[config.mk]
export PLATFORM = sky130hd
export DESIGN_NAME = riscv_lsu
export DESIGN_NICKNAME = d
export VERILOG_FILES = /design/src/rtl/riscv_constants.sv /design/src/rtl/riscv_lsu_align.sv /design/src/rtl/riscv_lsu.sv
export SDC_FILE = /design/constraint.sdc
export NUM_CORES = 1
export LEC_CHECK = 0
export ABC_AREA = 1
export BUFFER_PORTS_ARGS = -buffer_cell sky130_fd_sc_hd__clkbuf_2
export CORE_MARGIN = 2
export CORE_UTILIZATION = 44
export CTS_BUF_LIST = sky130_fd_sc_hd__clkbuf_4 sky130_fd_sc_hd__clkbuf_8 sky130_fd_sc_hd__clkbuf_16
export DETAILED_ROUTE_END_ITERATION = 10
export GPL_ROUTABILITY_DRIVEN = 0
export GPL_TIMING_DRIVEN = 0
export PLACE_DENSITY = 0.82
export SYNTH_ARGS = -nofsm -noshare
export SYNTH_HDL_FRONTEND = slang
export SYNTH_SLANG_ARGS = --single-unit
[constraint.sdc]
create_clock -name clk -period 1.4 [get_ports clk]
set_input_delay 0.21 -clock clk [delete_from_list [all_inputs] [get_ports clk]]
set_output_delay 0.21 -clock clk [all_outputs]
set_load 0.05 [all_outputs]
[src/rtl/riscv_constants.sv]
// Shared RISC-V core constants: execute and memory op encodings, LSU state.
package riscv_constants;

    typedef enum logic [3:0] {
        EXEC_ADD, EXEC_SUB, EXEC_SLL, EXEC_SLT, EXEC_SLTU,
        EXEC_XOR, EXEC_SRL, EXEC_SRA, EXEC_OR,  EXEC_AND
    } EXEC_FUN;

    typedef enum logic [3:0] {
        MEM_NONE, MEM_LB, MEM_LH, MEM_LW, MEM_LBU, MEM_LHU,
        MEM_SB, MEM_SH, MEM_SW
    } MEM_FUN;

    typedef enum logic [1:0] {
        LSU_IDLE, LSU_REQ, LSU_WAIT_RESP
    } lsu_state_e;

    function automatic logic is_store(input MEM_FUN fun);
        return (fun == MEM_SB) || (fun == MEM_SH) || (fun == MEM_SW);
    endfunction

endpackage

[src/rtl/riscv_lsu_align.sv]
// Byte-lane logic for the LSU: byte enables, store replication,
// load extraction/extension and alignment check. Purely combinational.
module riscv_lsu_align
    import riscv_constants::*;
(
    input  MEM_FUN      fun,
    input  logic [1:0]  lane,
    input  logic [31:0] wdata,
    output logic [3:0]  be,
    output logic [31:0] wdata_rep,
    output logic        misaligned,
    input  MEM_FUN      ld_fun,
    input  logic [1:0]  ld_lane,
    input  logic [31:0] mem_rdata,
    output logic [31:0] ld_data
);

    logic [7:0]  ld_byte;
    logic [15:0] ld_half;

    // Request side: lane pattern, replicated store data, alignment fault.
    always_comb begin
        be         = 4'b0000;
        wdata_rep  = wdata;
        misaligned = 1'b0;
        case (fun)
            MEM_LB, MEM_LBU, MEM_SB: begin
                be        = 4'b0001 << lane;
                wdata_rep = {4{wdata[7:0]}};
            end
            MEM_LH, MEM_LHU, MEM_SH: begin
                be         = lane[1] ? 4'b1100 : 4'b0011;
                wdata_rep  = {2{wdata[15:0]}};
                misaligned = lane[0];
            end
            MEM_LW, MEM_SW: begin
                be         = 4'b1111;
                misaligned = (lane != 2'b00);
            end
            default: ;
        endcase
    end

    // Response side: pick the addressed lane and extend to a full word.
    always_comb begin
        ld_byte = 8'h00;
        case (ld_lane)
            2'd0: ld_byte = mem_rdata[7:0];
            2'd1: ld_byte = mem_rdata[15:8];
            2'd2: ld_byte = mem_rdata[23:16];
            2'd3: ld_byte = mem_rdata[31:24];
            default: ;
        endcase
        ld_half = ld_lane[1] ? mem_rdata[31:16] : mem_rdata[15:0];
        ld_data = 32'h0;
        case (ld_fun)
            MEM_LB:  ld_data = {{24{ld_byte[7]}}, ld_byte};
            MEM_LBU: ld_data = {24'h0, ld_byte};
            MEM_LH:  ld_data = {{16{ld_half[15]}}, ld_half};
            MEM_LHU: ld_data = {16'h0, ld_half};
            MEM_LW:  ld_data = mem_rdata;
            default: ;
        endcase
    end

endmodule

[src/rtl/riscv_lsu.sv]
// Load/store unit: one outstanding op, req/gnt then rvalid data bus.
module riscv_lsu
    import riscv_constants::*;
#(
    parameter int WORD_LENGTH = 32
) (
    input  logic                   clk,
    input  logic                   rst,
    input  logic                   in_valid,
    input  MEM_FUN                 mem_fun,
    input  logic [WORD_LENGTH-1:0] addr,
    input  logic [WORD_LENGTH-1:0] wdata,
    output logic                   stall,
    output logic                   done,
    output logic [WORD_LENGTH-1:0] rdata,
    output logic                   misaligned,
    output logic                   mem_req,
    output logic                   mem_we,
    output logic [31:0]            mem_addr,
    output logic [3:0]             mem_be,
    output logic [31:0]            mem_wdata,
    input  logic                   mem_gnt,
    input  logic                   mem_rvalid,
    input  logic [31:0]            mem_rdata
);

    lsu_state_e  state_q, state_d;
    MEM_FUN      fun_q;
    logic [1:0]  lane_q;
    logic        accept;
    logic [3:0]  be_d;
    logic [31:0] wrep_d;
    logic        mis_d;
    logic [31:0] ld_data;

    riscv_lsu_align u_align (
        .fun        (mem_fun),
        .lane       (addr[1:0]),
        .wdata      (wdata),
        .be         (be_d),
        .wdata_rep  (wrep_d),
        .misaligned (mis_d),
        .ld_fun     (fun_q),
        .ld_lane    (lane_q),
        .mem_rdata  (mem_rdata),
        .ld_data    (ld_data)
    );

    // No accept in the done cycle: the upstream op is still held there.
    assign accept = (state_q == LSU_IDLE) && !done && in_valid && (mem_fun != MEM_NONE);

    // Next state and bus strobes.
    always_comb begin
        state_d = state_q;
        case (state_q)
            LSU_IDLE:      if (accept && !mis_d) state_d = LSU_REQ;
            LSU_REQ:       if (mem_gnt) state_d = is_store(fun_q) ? LSU_IDLE : LSU_WAIT_RESP;
            LSU_WAIT_RESP: if (mem_rvalid) state_d = LSU_IDLE;
            default:       state_d = LSU_IDLE;
        endcase
        stall   = accept || (state_q != LSU_IDLE);
        mem_req = (state_q == LSU_REQ);
        mem_we  = mem_req && is_store(fun_q);
    end

    // State, captured request fields and done/result registers.
    always_ff @(posedge clk) begin
        if (rst) begin
            state_q    <= LSU_IDLE;
            fun_q      <= MEM_NONE;
            lane_q     <= 2'b00;
            mem_addr   <= 32'h0;
            mem_be     <= 4'b0000;
            mem_wdata  <= 32'h0;
            done       <= 1'b0;
            misaligned <= 1'b0;
            rdata      <= '0;
        end else begin
            state_q    <= state_d;
            done       <= 1'b0;
            misaligned <= 1'b0;
            if (accept) begin
                if (mis_d) begin
                    done       <= 1'b1;
                    misaligned <= 1'b1;
                    rdata      <= '0;
                end else begin
                    fun_q     <= mem_fun;
                    lane_q    <= addr[1:0];
                    mem_addr  <= {addr[31:2], 2'b00};
                    mem_be    <= be_d;
                    mem_wdata <= wrep_d;
                end
            end
            if (state_q == LSU_REQ && mem_gnt && is_store(fun_q))
                done <= 1'b1;
            if (state_q == LSU_WAIT_RESP && mem_rvalid) begin
                done  <= 1'b1;
                rdata <= ld_data;
            end
        end
    end

endmodule

==> metrics.md, run 1 <==
| Metric | Value |
|---|---|
| Post-synthesis cell count | between 700 and 800 |
| Total length of routed wires | around 21 mm |
| End point of the worst hold path | mem_addr[25] |
| Adder-cell share of the synthesized area | 0% |
| PwrDens | approximately 1600 nW/um^2 |
| R2R depth | 10 |
| Fillers | 872 |
| Sequential share of the synthesized area | between 40 and 50% |
| Maximum clock skew at final layout | around 0.0061 ns |
| Multi-input gate area | between 3000 and 4000 um^2 |
| Inserted Clock Buffers | 9 |
| Clock H-tree levels | 3 |
| Antenna Violating Nets Remaining | 0 |
| Area growth from synthesis to final layout | 61.5% |
| Fraction of post-synthesis cell area in the top cell type by area | 40.8% |
| Worst Tran Pin Value | roughly 0.87 ns |
| Maximum ir drop on the vdd rail | 1.25 mV |
| Total track usage | between 20 and 30% |
| Most common cell in the netlist | nand2_1 |
| Starting DRT DRC Count | 495 |
| Via Count | 6710 |
| Portion of the clock cycle consumed by the worst path in the final layout | 112% |
| Max Freq | roughly 0.64 GHz |
| Clock Latency Late Sink | roughly 0.36 ns |
| Global-route wire length before repair | about 30 mm |
| Total DRC errors in the routed layout | 0 |
| Count of TritonRoute iterations in the first routing pass | 5 |
| Setup crit end kind | output pin |
| Vias in the first global route | between 6000 and 7000 |
| Die width | approximately 110 um |
| Instance count after placement with tap cells included | roughly 1100 |
| Grt total ovfl | 0 |
| Drt via density | 5.58 |
| Cell count of the worst hold path | 3 |
| Synth Area in Simple Gates | between 30% and 40% |
| Largest area contributor in the synthesized netlist | dfxtp_1 |
| Final total power | ~14 mW |
| PnR worst setup slack | -0.165 ns |
| Synthesized area | between 5000 and 6000 um^2 |
| Capture point of the worst reg-to-reg path | mem_be[2] |
| Post-route insts no fill | ~1200 |
| Element type at the critical path start | flip-flop |
| Synthesized area per cell | slightly below 7 um^2 |
| Count of hold buffers inserted by post-cts repair | 0 |
| Most instantiated flip-flop cell in the synthesis netlist | dfxtp_1 |
| Final critical path time including I/O delays and setup | about 1.6 ns |
| Root Driver | clkbuf_16 |
| Crit Path Category | reg -> out |
| Number of nets in the layout | around 1200 |
| Synthesized-area fraction occupied by xor and xnor cells | 0% |
| Final-report setup violation count | between 100 and 150 |
| EDFF count, synth | 0 |
| Number of I/O port buffers | a little over 200 |
| Reg2reg start | state_q[1] |
| Type of the tightest min-delay check | in -> reg |
| HP Start | addr[25] |
| Violated checks | negative setup slack |
| Die Height | around 110 um |
| Dominant combinational cell family by area after synthesis | simple AND/OR/NAND/NOR gates |
| Core area | between 10000 and 15000 um^2 |
| Leakage power summed over all cells | slightly above 4 nW |
| Required time of the worst setup path | between 1 and 1.5 ns |
| Arrival time of data at the critical path endpoint | between 1 and 1.5 ns |
| CTS tree | yes |
| Initial antenna violation count | 0 |
| Total half-perimeter wirelength after legalization and detailed placement | 13.2 mm |
| Post-synth top cells | 281 x nand2_1, 108 x dfxtp_1, 106 x a21oi_1 |
| Mux share of post-synthesis cell area | 0% |
| Synth Area in Compound Gates | 18.2% |
| Number of clock sinks | between 100 and 150 |
| Setup repair after global routing missed its margin | true |
| Post-synth cell types | 24 |
| Result of the run | finished, violations left |
| Crit Path Max Fanout | 3 |
| Clock transition at path regs | 0.07 ns |
| Top cells by area in the synthesized netlist | dfxtp_1 41%, nand2_1 20%, a21oi_1 10% |
| Starting Density | between 40 and 50% |
| Final Max Slew Viols | 0 |
| Routed wire per std cell | 17.8 um |
| Storage cell area | about 2200 um^2 |
| Floorplan row count | 40 |
| Number of maximum-capacitance violations | 0 |
| Antenna fix cells | 0 |
| Die area | between 10000 and 15000 um^2 |
| Share of the core filled with cells in the final layout | 71.9% |
| Number of top-level pins | 210 |
| Flop-to-flop setup slack | -0.14 ns |
| Proportion of layout cells with a drive suffix above 1 | between 50% and 60% |
| Pin count of the biggest net entering global routing | 18 |
| Yosys reg bits | 108 |
| Final Hold Violating Endpoints | 0 |
| Slew headroom | between 40% and 50% |
| Count of yosys warnings during synthesis | 0 |
| Share of async-settable or async-resettable flops after synthesis | 0% |
| Maximum buffer depth of the clock tree | 2 |
-- per-stage QoR --
| stage | instance area, um^2 | TNS (ns) | worst slack (ns) | hold slack, ns |
|---|---|---|---|---|
| after CTS | 7650 | -8.43 | -0.187 | 0.0711 |
| final | 8570 | -9.09 | -0.165 | 0.0755 |
| after global placement | 6550 | -19.92 | -0.244 | 0.440 |
| after floorplan | 5330 | -0.0194 | -0.0194 | 0.353 |
| after detailed placement | 6550 | -20.74 | -0.269 | 0.446 |
| after global routing | 8570 | -16.35 | -0.225 | 0.0817 |
-- power breakdown --
| group | internal, mW | leakage (nW) | switching [mW] |
|---|---|---|---|
| clock network | 1.37 | 0.149 | 1.23 |
| registers | 3.60 | 0.887 | 0.426 |
| logic | 2.64 | 2.99 | 4.86 |
-- flip-flops by register name, indices dropped and copies added, names as in the netlist --
| signal | cells |
|---|---|
| mem_wdata | 32 |
| rdata | 32 |
| mem_addr | 30 |
| fun_q | 4 |
| mem_be | 4 |
| lane_q | 2 |
| state_q | 2 |
| done | 1 |
| misaligned | 1 |
-- cells by family (layout without fill, tap and decap cells) --
kind of cell,after synthesis,count (layout)
AO/OA/AOI/OAI,177,177
other,1,2
flip-flops,108,108
AND/OR/NAND/NOR,420,421
buffers and inverters,83,347
-- cell type report --
type	instances	share of cell area, %
buffer	53	5.24
clock buffer	13	3.13
clock inverter	3	0.336
inverter	29	1.52
multi-input combinational	600	44.0
sequential	108	25.5
tap	147	2.15
timing repair buffer	249	18.1
-- layer usage --
metal / wire length, um / global-route usage [%]
met1: 7760 / 33.1
met2: 10700 / 51.1
met3: 1980 / 7.49
met4: 960 / 13.9
met5: 0 / 0
-- worst max path at each step --
stage	from	end	slack, ns	cells after the start
2_1_floorplan	state_q[0]	done	-0.02	5
3_3_place_gp	lane_q[1]	rdata[4]	-0.24	9
3_5_place_dp	lane_q[1]	rdata[4]	-0.27	9
4_1_cts	fun_q[1]	mem_we	-0.19	4
5_1_grt	rst	rdata[23]	-0.22	4
6_report	state_q[0]	mem_we	-0.17	5
-- timing repair --
item	in CTS	in global routing
cloned	13	1
buffers inserted	17	14
pin swaps	32	89
endpoints found under the setup margin	110	110
gates resized for setup	169	216
-- critical path, stage by stage (launching register included) --
cell and delay, ns:
dfxtp_2 0.36, buf_4 0.12, inv_4 0.04, nor2_4 0.09, a21boi_4 0.21, buf_8 0.17
-- cells in the final DEF, fill, tap and decap left out, types with 13 or more instances in the layout --
| cell | n |
|---|---|
| nand2_1 | 229 |
| clkbuf_2 | 208 |
| dfxtp_1 | 99 |
| a21oi_2 | 72 |
| a21oi_1 | 54 |
| nand3_2 | 45 |
| buf_6 | 36 |
| nor2_1 | 34 |
| nand2_2 | 34 |
| o21ai_2 | 25 |
| nand3_1 | 24 |
| buf_4 | 20 |
| nand2_4 | 19 |
| inv_1 | 18 |
| nor2_4 | 15 |
| o21ai_0 | 13 |
No activity file was read; power rests on OpenSTA's default activity.
==> inputs of run 2 (changes only) <==
Settings changed: CORE_UTILIZATION 44 to 50, PLACE_DENSITY 0.82 to 0.87, SYNTH_HIERARCHICAL set to 1.
Clock period 1.4 ns to 1.8 ns, I/O delays scaled along.
==> run 2 against run 1 <==
Net effect: the run now ends clean; total power decreased by 55%; first-iteration DRC count up 27%; non-clock buffer count fell by 34; combinational power decreased by 72%; flip-flop and latch count did not move; clock skew increased by 0.0059 ns; register-to-register slack gained 0.27 ns; sequential power shrank 33%; die area decreased by 7.6%; critical path depth increased by 8; setup slack improved by 0.26 ns; via count shrank 6.6%; critical path type is now in -> reg.
==> metrics.md, run 2 <==
| Metric | Value |
|---|---|
| Pin count of the biggest net entering global routing | 19 (+1) |
| Worst hold slack | 0.167 ns (+0.0919 ns) |
| Die Height | 109 um (-3.9%) |
| Number of nets in the layout | 1164 (+0.78%) |
| Maximum ir drop on the vdd rail | 0.561 mV (-55%) |
| Antenna fix cells | 0 (unchanged) |
| Final Max Slew Viols | 0 (unchanged) |
| Type of the tightest min-delay check | in -> reg |
| Result of the run | finished, final reports clean |
| Initial antenna violation count | 0 (unchanged) |
| Post-route insts no fill | 1204 (+0.17%) |
| Die width | 109 um (-3.9%) |
| Number of clock sinks | 108 (unchanged) |
| Most common library cell in the layout ignoring fill and taps | nand2_1 |
| Maximum clock skew at final layout | 0.0120 ns (+0.00587 ns) |
| Total length of routed wires | 16.9 mm (-21%) |
| Fillers | 985 (+13%) |
| Clock H-tree levels | 3 (unchanged) |
| CTS tree | yes |
| Post-synthesis cell count | 840 (+6.5%) |
| Grt total ovfl | 0 (unchanged) |
| Floorplan row count | 38 (-5.0%) |
| Total half-perimeter wirelength after legalization and detailed placement | 13.0 mm (-1.4%) |
| Final-report setup violation count | 0 (-100%) |
| Largest area contributor in the synthesized netlist | dfxtp_1 |
| Part of the total power dissipated in combinational logic | 33.3% (-20 points) |
| Root Driver | clkbuf_8 |
| Arrival time of data at the critical path endpoint | 2.00 ns (+0.64 ns) |
| Most common cell in the netlist | nand2_1 |
| Area growth from synthesis to final layout | 26.1% |
| Antenna Violating Nets Remaining | 0 (unchanged) |
| Portion of the clock cycle consumed by the worst path in the final layout | approximately 95% |
| Starting Density | 51.2% (+6.7 points) |
| Count of TritonRoute iterations in the first routing pass | 6 (+1) |
| Top cells by area in the synthesized netlist | dfxtp_1 39%, nand2_1 16%, a21oi_1 9.8% |
| Count of yosys warnings during synthesis | 6 (+6) |
| Proportion of layout cells with a drive suffix above 1 | 27.8% (-25 points) |
| Net switching fraction of the power | 39.3% (-6.8 points) |
| Clock Latency Late Sink | 0.37 ns (about the same) |
| Share of async-settable or async-resettable flops after synthesis | 0% (unchanged) |
| Die area | 12000 um^2 (-7.6%) |
| Synthesized area per cell | 6.61 um^2 (-1.6%) |
| Number of top-level pins | 210 (unchanged) |
| Max Freq | about 0.6 GHz |
| Drt via density | 5.21 (-6.8%) |
| Post-synth top cells | 233 x nand2_1, 109 x a21oi_1, 109 x inv_1 |
| Required time of the worst setup path | 2.10 ns (+0.91 ns) |
| Maximum buffer depth of the clock tree | 2 (unchanged) |
| Setup TNS | 0 ns (+9.09 ns) |
| Final instance area | 7000 um^2 (-18%) |
| Yosys reg bits | 108 (unchanged) |
| Share of the core filled with cells in the final layout | 64.6% (-7.3 points) |
| Total track usage | 27.8% (-1.4 points) |
| Most instantiated flip-flop cell in the synthesis netlist | dfxtp_1 |
| Int Power | 3.88 mW (-49%) |
| Via Count | 6267 (-6.6%) |
| PnR worst setup slack | 0.0946 ns (+0.260 ns) |
| Part of the total power dissipated in the clock network | 24.4% (+6.0 points) |
| Number of maximum-capacitance violations | 0 (unchanged) |
| Part of the total power dissipated in sequential elements | 42.3% (+14 points) |
| EDFF count, synth | 0 (unchanged) |
| Largest registers | mem_wdata: 32 flops, rdata: 32 flops, mem_addr: 30 flops |
| Final Hold Violating Endpoints | 0 (unchanged) |
| Sequential share of the synthesized area | 38.9% (-1.8 points) |
| Net switching power | 2.52 mW (-61%) |
| Post-synth cell types | 28 (+17%) |
| Crit Path Max Fanout | 10 (+7) |
| Commonest non-fill, non-tap cells in the layout | 233 x nand2_1, 210 x clkbuf_2, 109 x inv_1, 108 x a21oi_1, 108 x dfxtp_1 |
| Slew headroom | 56.5% (+15 points) |
| Setup crit end kind | flip-flop |
| Vias in the first global route | 5643 (-9.6%) |
| Inserted Clock Buffers | 9 (unchanged) |
| Leakage power summed over all cells | 3.56 nW (-12%) |
| Synthesized area | 5560 um^2 (+4.7%) |
| Number of I/O port buffers | 206 (unchanged) |
| Worst Tran Pin Value | 0.649 ns (-0.224 ns) |
| Starting DRT DRC Count | 627 (+27%) |
| Element type at the critical path start | input port |
| Placement-stage cell area | 6770 um^2 (+3.3%) |
| Routed wire per std cell | 14.0 um (-21%) |
| Instance count after placement with tap cells included | 1187 (+3.8%) |
| Fraction of post-synthesis cell area in the top cell type by area | 38.9% (-1.8 points) |
| Final critical path time including I/O delays and setup | roughly 1.7 ns |
| Post-place setup slack | -0.408 ns (-0.140 ns) |
| Crit Path Category | in -> reg |
| Clock transition at path regs | 0.11 ns (+0.04 ns) |
| PwrDens | 914 nW/um^2 (-45%) |
| Global-route wire length before repair | 26.2 mm (-13%) |
| Core area | 10800 um^2 (-9.0%) |
| Total DRC errors in the routed layout | 0 (unchanged) |
| Final total power | 6.40 mW (-55%) |
[run 2: worst paths after layout]
check / end / slack [ns] / startpoint / cells after the start
max reg2reg: rdata[2] / 0.13 / fun_q[0] / 7
min reg2reg: mem_be[0] / 0.45 / mem_be[0] / 2
max: mem_wdata[4] / 0.09 / mem_fun[2] / 13
min: mem_addr[13] / 0.17 / addr[13] / 3
[run 2: metal layers]
layer	vias up	wire length [um]	track usage, %
met1	2790	6860	33.6
met5	-	0	0
met3	32	1760	8.18
met4	0	351	10.3
met2	342	7890	46.6
li1	3103	-	-
[run 2: timing repair]
| action | in CTS | in global routing |
|---|---|---|
| setup buffers | 0 | 1 |
| endpoints found under the setup margin | 4 | 81 |
| hold buffers | 0 | 0 |
| gates resized for setup | 1 | 18 |
[run 2: worst max-delay path: stages]
cell and delay, ns:
clkbuf_2 0.13, nor2_2 0.17, nand3_2 0.12, nand2_4 0.12, buf_6 0.15, nand2_1 0.08
a21oi_2 0.18, inv_1 0.07, nand3_2 0.09, buf_6 0.14, buf_2 0.23, o21ai_0 0.11
a21oi_1 0.15
[run 2: final cells by class]
cell class | count | area (um^2) | share of cell area [%]
inverter | 116 | 435 | 6.22
tap | 140 | 175 | 2.50
clock buffer | 10 | 138 | 1.96
buffer | 61 | 412 | 5.88
clock inverter | 6 | 70.1 | 1.00
timing repair buffer | 207 | 1040 | 14.8
sequential | 108 | 2160 | 30.9
multi-input combinational | 556 | 2570 | 36.7
[run 2: logic make-up after synthesis]
family	after synthesis	synth area share [%]
other cells	1	0.0675
simple gates	372	29.6
flops	108	38.9
compound gates	182	16.4
buf+inv	177	15.0
[run 2: power groups by stage]
stage | Sequential [mW] | Combinational (mW) | Clock [mW]
2_1_floorplan | 3.38 | 0.893 | 0
3_3_place_gp | 2.75 | 2.08 | 0
3_5_place_dp | 2.76 | 2.10 | 0
4_1_cts | 2.71 | 2.11 | 1.58
5_1_grt | 2.73 | 2.30 | 1.68
6_report | 2.71 | 2.13 | 1.56
==> inputs of run 3 (changes only) <==
Settings changed: ABC_AREA 1 to unset, CORE_UTILIZATION 50 to 40, PLACE_DENSITY 0.87 to 0.73.
==> run 3 against run 2 <==
Net effect: the flow now finishes with violations (negative setup slack); count of clock-buffer cells in the layout down 1; flip-flop and latch count stayed put; clock power rose by 44%; total power rose by 11%; global-route usage shrank 3.5 points; critical path depth decreased by 7; combinational power up 4%; register-to-register slack worse by 0.30 ns; non-clock buffer count rose by 53; routed wire length up 22%; critical path type is now in -> out; highest routed layer unchanged.
==> metrics.md, run 3 <==
| Metric | Value |
|---|---|
| Result of the run | finished, violations left |
| Violated checks | negative setup slack |
| Required time of the worst setup path | 1.53 ns (-0.57 ns) |
| Die area | 15000 um^2 (+26%) |
| Number of nets in the layout | 991 (-15%) |
| Pin count of the biggest net entering global routing | 17 (-2) |
| Number of maximum-capacitance violations | 0 (unchanged) |
| Sequential share of the synthesized area | 38.4% (-0.49 points) |
| Count of buffer and inverter cells on the critical path | 4 (-1) |
| Leakage power summed over all cells | 3.61 nW (+1.3%) |
| Crit. path cell count | 6 (-7) |
| Clock transition at path regs | 0.07 ns (-0.04 ns) |
| Most instantiated flip-flop cell in the synthesis netlist | dfxtp_1 |
| Most frequent CP cell | buf_2 |
| Proportion of layout cells with a drive suffix above 1 | 48.1% (+20 points) |
| Number of I/O port buffers | 206 (unchanged) |
| Count of yosys warnings during synthesis | 6 (unchanged) |
| PnR worst setup slack | -0.275 ns (-0.370 ns) |
| Worst-path cell with the longest stage delay | nor4_2 |
| Share of async-settable or async-resettable flops after synthesis | 0% (unchanged) |
| Maximum clock skew at final layout | 0.00481 ns (-0.00717 ns) |
| Routed wire per std cell | 19.2 um (+37%) |
| Most common library cell in the layout ignoring fill and taps | clkbuf_2 |
| Type of the tightest min-delay check | in -> reg |
| Via Count | 6244 (-0.37%) |
| Maximum ir drop on the vdd rail | 0.517 mV (-7.8%) |
| Commonest non-fill, non-tap cells in the layout | 210 x clkbuf_2, 100 x dfxtp_1, 69 x nand4_1, 65 x a21oi_1, 42 x o31ai_4 |
| Critical path's largest stage delay | 0.43 ns (+0.20 ns) |
| Count of hold buffers inserted by post-cts repair | 0 (unchanged) |
| Post-synth cell types | 57 (+100%) |
| EDFF count, synth | 0 (unchanged) |
| Root Driver | clkbuf_16 |
| Final Max Slew Viols | 0 (unchanged) |
| Worst Tran Pin Value | 0.755 ns (+0.106 ns) |
| Setup crit end kind | output pin |
| Inserted Clock Buffers | 9 (unchanged) |
| Initial antenna violation count | 0 (unchanged) |
| Slew headroom | 49.6% (-6.9 points) |
| Vias in the first global route | 5571 (-1.3%) |
| Synthesized area per cell | 8.81 um^2 (+33%) |
| Share of the core filled with cells in the final layout | 62.6% (-2.0 points) |
| Start point of the critical path | mem_fun[0] |
| Crit Path Max Fanout | 10 (unchanged) |
| Max Freq | 0.482 GHz (-18%) |
| Number of clock sinks | 108 (unchanged) |
| Fillers | 1127 (+14%) |
| Antenna Violating Nets Remaining | 0 (unchanged) |
| Largest delay contributor family on the critical path | buffers and inverters |
| Die width | 123 um (+12%) |
| Total half-perimeter wirelength after legalization and detailed placement | 13.5 mm (+3.8%) |
| Total track usage | 24.3% (-3.5 points) |
| Clock H-tree levels | 3 (unchanged) |
| Final critical path time including I/O delays and setup | 2.07 ns (+0.370 ns) |
| Element type at the critical path start | input port |
| Number of top-level pins | 210 (unchanged) |
| Cells traversed along the worst timing path | clkbuf_2 > nor4_2 > buf_2 > buf_2 > o21ai_4 > buf_8 |
| Largest registers | mem_wdata: 32 flops, rdata: 32 flops, mem_addr: 30 flops |
| Crit Path Category | in -> out |
| PwrDens | 823 nW/um^2 (-9.9%) |
| Antenna fix cells | 0 (unchanged) |
| Core area | 13800 um^2 (+28%) |
| Area growth from synthesis to final layout | 53.8% |
| Starting DRT DRC Count | 434 (-31%) |
| Maximum buffer depth of the clock tree | 2 (unchanged) |
| Global-route wire length before repair | 28.6 mm (+9.0%) |
| Most common cell in the netlist | dfxtp_1 |
| Reg2reg start | done |
| Drt via density | 5.84 (+12%) |
| R2R depth | 7 (unchanged) |
| Portion of the clock cycle consumed by the worst path in the final layout | 115% (+21 points) |
| Setup repair after global routing missed its margin | true |
| Top cells by area in the synthesized netlist | dfxtp_1 38%, o31ai_1 9.6%, nand4_1 7.7% |
| Capture point of the worst reg-to-reg path | mem_wdata[30] |
| Total length of routed wires | 20.6 mm (+22%) |
| Flop-to-flop setup slack | -0.17 ns (-0.30 ns) |
| Grt total ovfl | 0 (unchanged) |
| Post-synth top cells | 108 x dfxtp_1, 75 x a21oi_1, 72 x o31ai_1 |
| Final-report setup violation count | 94 (+94) |
| Count of TritonRoute iterations in the first routing pass | 5 (-1) |
| Die Height | 123 um (+12%) |
| Yosys reg bits | 108 (unchanged) |
| Arrival time of data at the critical path endpoint | 1.80 ns (-0.20 ns) |
| Starting Density | 40.7% (-11 points) |
| Crit path capture | stall |
| Post-synthesis cell count | 639 (-24%) |
| CTS tree | yes |
| Setup TNS | -12.36 ns (-12.36 ns) |
| Synthesized area | 5630 um^2 (+1.3%) |
| Fraction of post-synthesis cell area in the top cell type by area | 38.4% (-0.49 points) |
| Floorplan row count | 43 (+13%) |
| Largest area contributor in the synthesized netlist | dfxtp_1 |
| Clock Latency Late Sink | 0.36 ns (about the same) |
| Final Hold Violating Endpoints | 0 (unchanged) |
| Total DRC errors in the routed layout | 0 (unchanged) |
run 3: cell types whose count changed in the layout (fill, tap and decap cells not counted), sizes merged, moves of 32 or more:
| cell | previous run | this run |
|---|---|---|
| nand2 | 239 | 42 |
| nand3 | 109 | 7 |
| inv | 117 | 22 |
| o31ai | 0 | 72 |
| nand4 | 1 | 69 |
| o21ai | 73 | 8 |
| a21oi | 109 | 75 |
| buf | 43 | 76 |
| a22o | 0 | 32 |
run 3: worst min-delay path by stage:
stage            startpoint           end  slack (ns)  depth (start not counted)
6_report            addr[4]   mem_addr[4]        0.15                          3
5_1_grt             addr[4]   mem_addr[4]        0.16                          3
4_1_cts             addr[4]   mem_addr[4]        0.14                          3
3_5_place_dp      mem_be[0]     mem_be[0]        0.46                          2
3_3_place_gp   mem_addr[27]  mem_addr[27]        0.45                          2
2_1_floorplan    mem_fun[0]      fun_q[0]        0.42                          2
run 3: kinds of logic after synthesis:
kind of cell	count (synthesis)	synth area share, %
compound gates	244	31.2
mux	25	4.96
simple gates	149	15.7
buf+inv	108	8.96
flops	108	38.4
xor+xnor	2	0.311
fa+ha+maj	2	0.356
other cells	1	0.0666
run 3: final cells by class:
type                    count  area (um^2)  share of cell area, %
well taps                 180          225                   2.60
clock inverters             5          103                   1.19
clock buffers               9          225                   2.60
repair buffers            235         1440                   16.6
flip-flops and latches    108         2170                   25.1
multi-input cells         424         3750                   43.4
inverters                  22         90.1                   1.04
plain buffers              86          644                   7.45
run 3: per-layer routing:
metal / wire length [um] / share of wire [%] / global-route usage [%] / vias up
met2: 9640 / 47 / 36.4 / 264
met5: 0 / 0 / 0 / -
met1: 8830 / 43 / 33.2 / 2985
met3: 1540 / 7.5 / 5.95 / 39
met4: 541 / 2.6 / 10.3 / 0
li1: - / - / - / 2956
run 3: what timing repair did:
| action | 4_1_cts | 5_1_grt |
|---|---|---|
| setup buffers | 12 | 5 |
| pin swaps | 2 | 63 |
| resized for setup | 66 | 168 |
| endpoints found under the setup margin | 107 | 106 |
| gates cloned | 4 | 8 |
run 3: power by group:
group	total, mW	switching [mW]	internal [mW]	leakage (nW)
clock	2.25	0.910	1.34	0.157
combinational	2.22	1.38	0.834	2.57
sequential	2.66	0.135	2.52	0.883
run 3: metrics by stage:
step	total power, mW	instances	hold slack (ns)	instance area (um^2)	setup WS, ns
after detailed placement	4.32	1026	0.463	6960	-0.692
after global routing	7.38	1069	0.155	8650	-0.324
after CTS	6.70	1056	0.138	7620	-0.289
after floorplan	3.83	640	0.418	5710	-0.194
final	7.12	1069	0.153	8650	-0.275
after global placement	4.31	1026	0.455	6960	-0.678
run 3: worst register-to-register path: cells and delay by family (launching register included):
family          cells  cell delay [ns]
buf+inv             4             0.67
simple gates        1             0.56
flops               1             0.32
compound gates      2             0.29
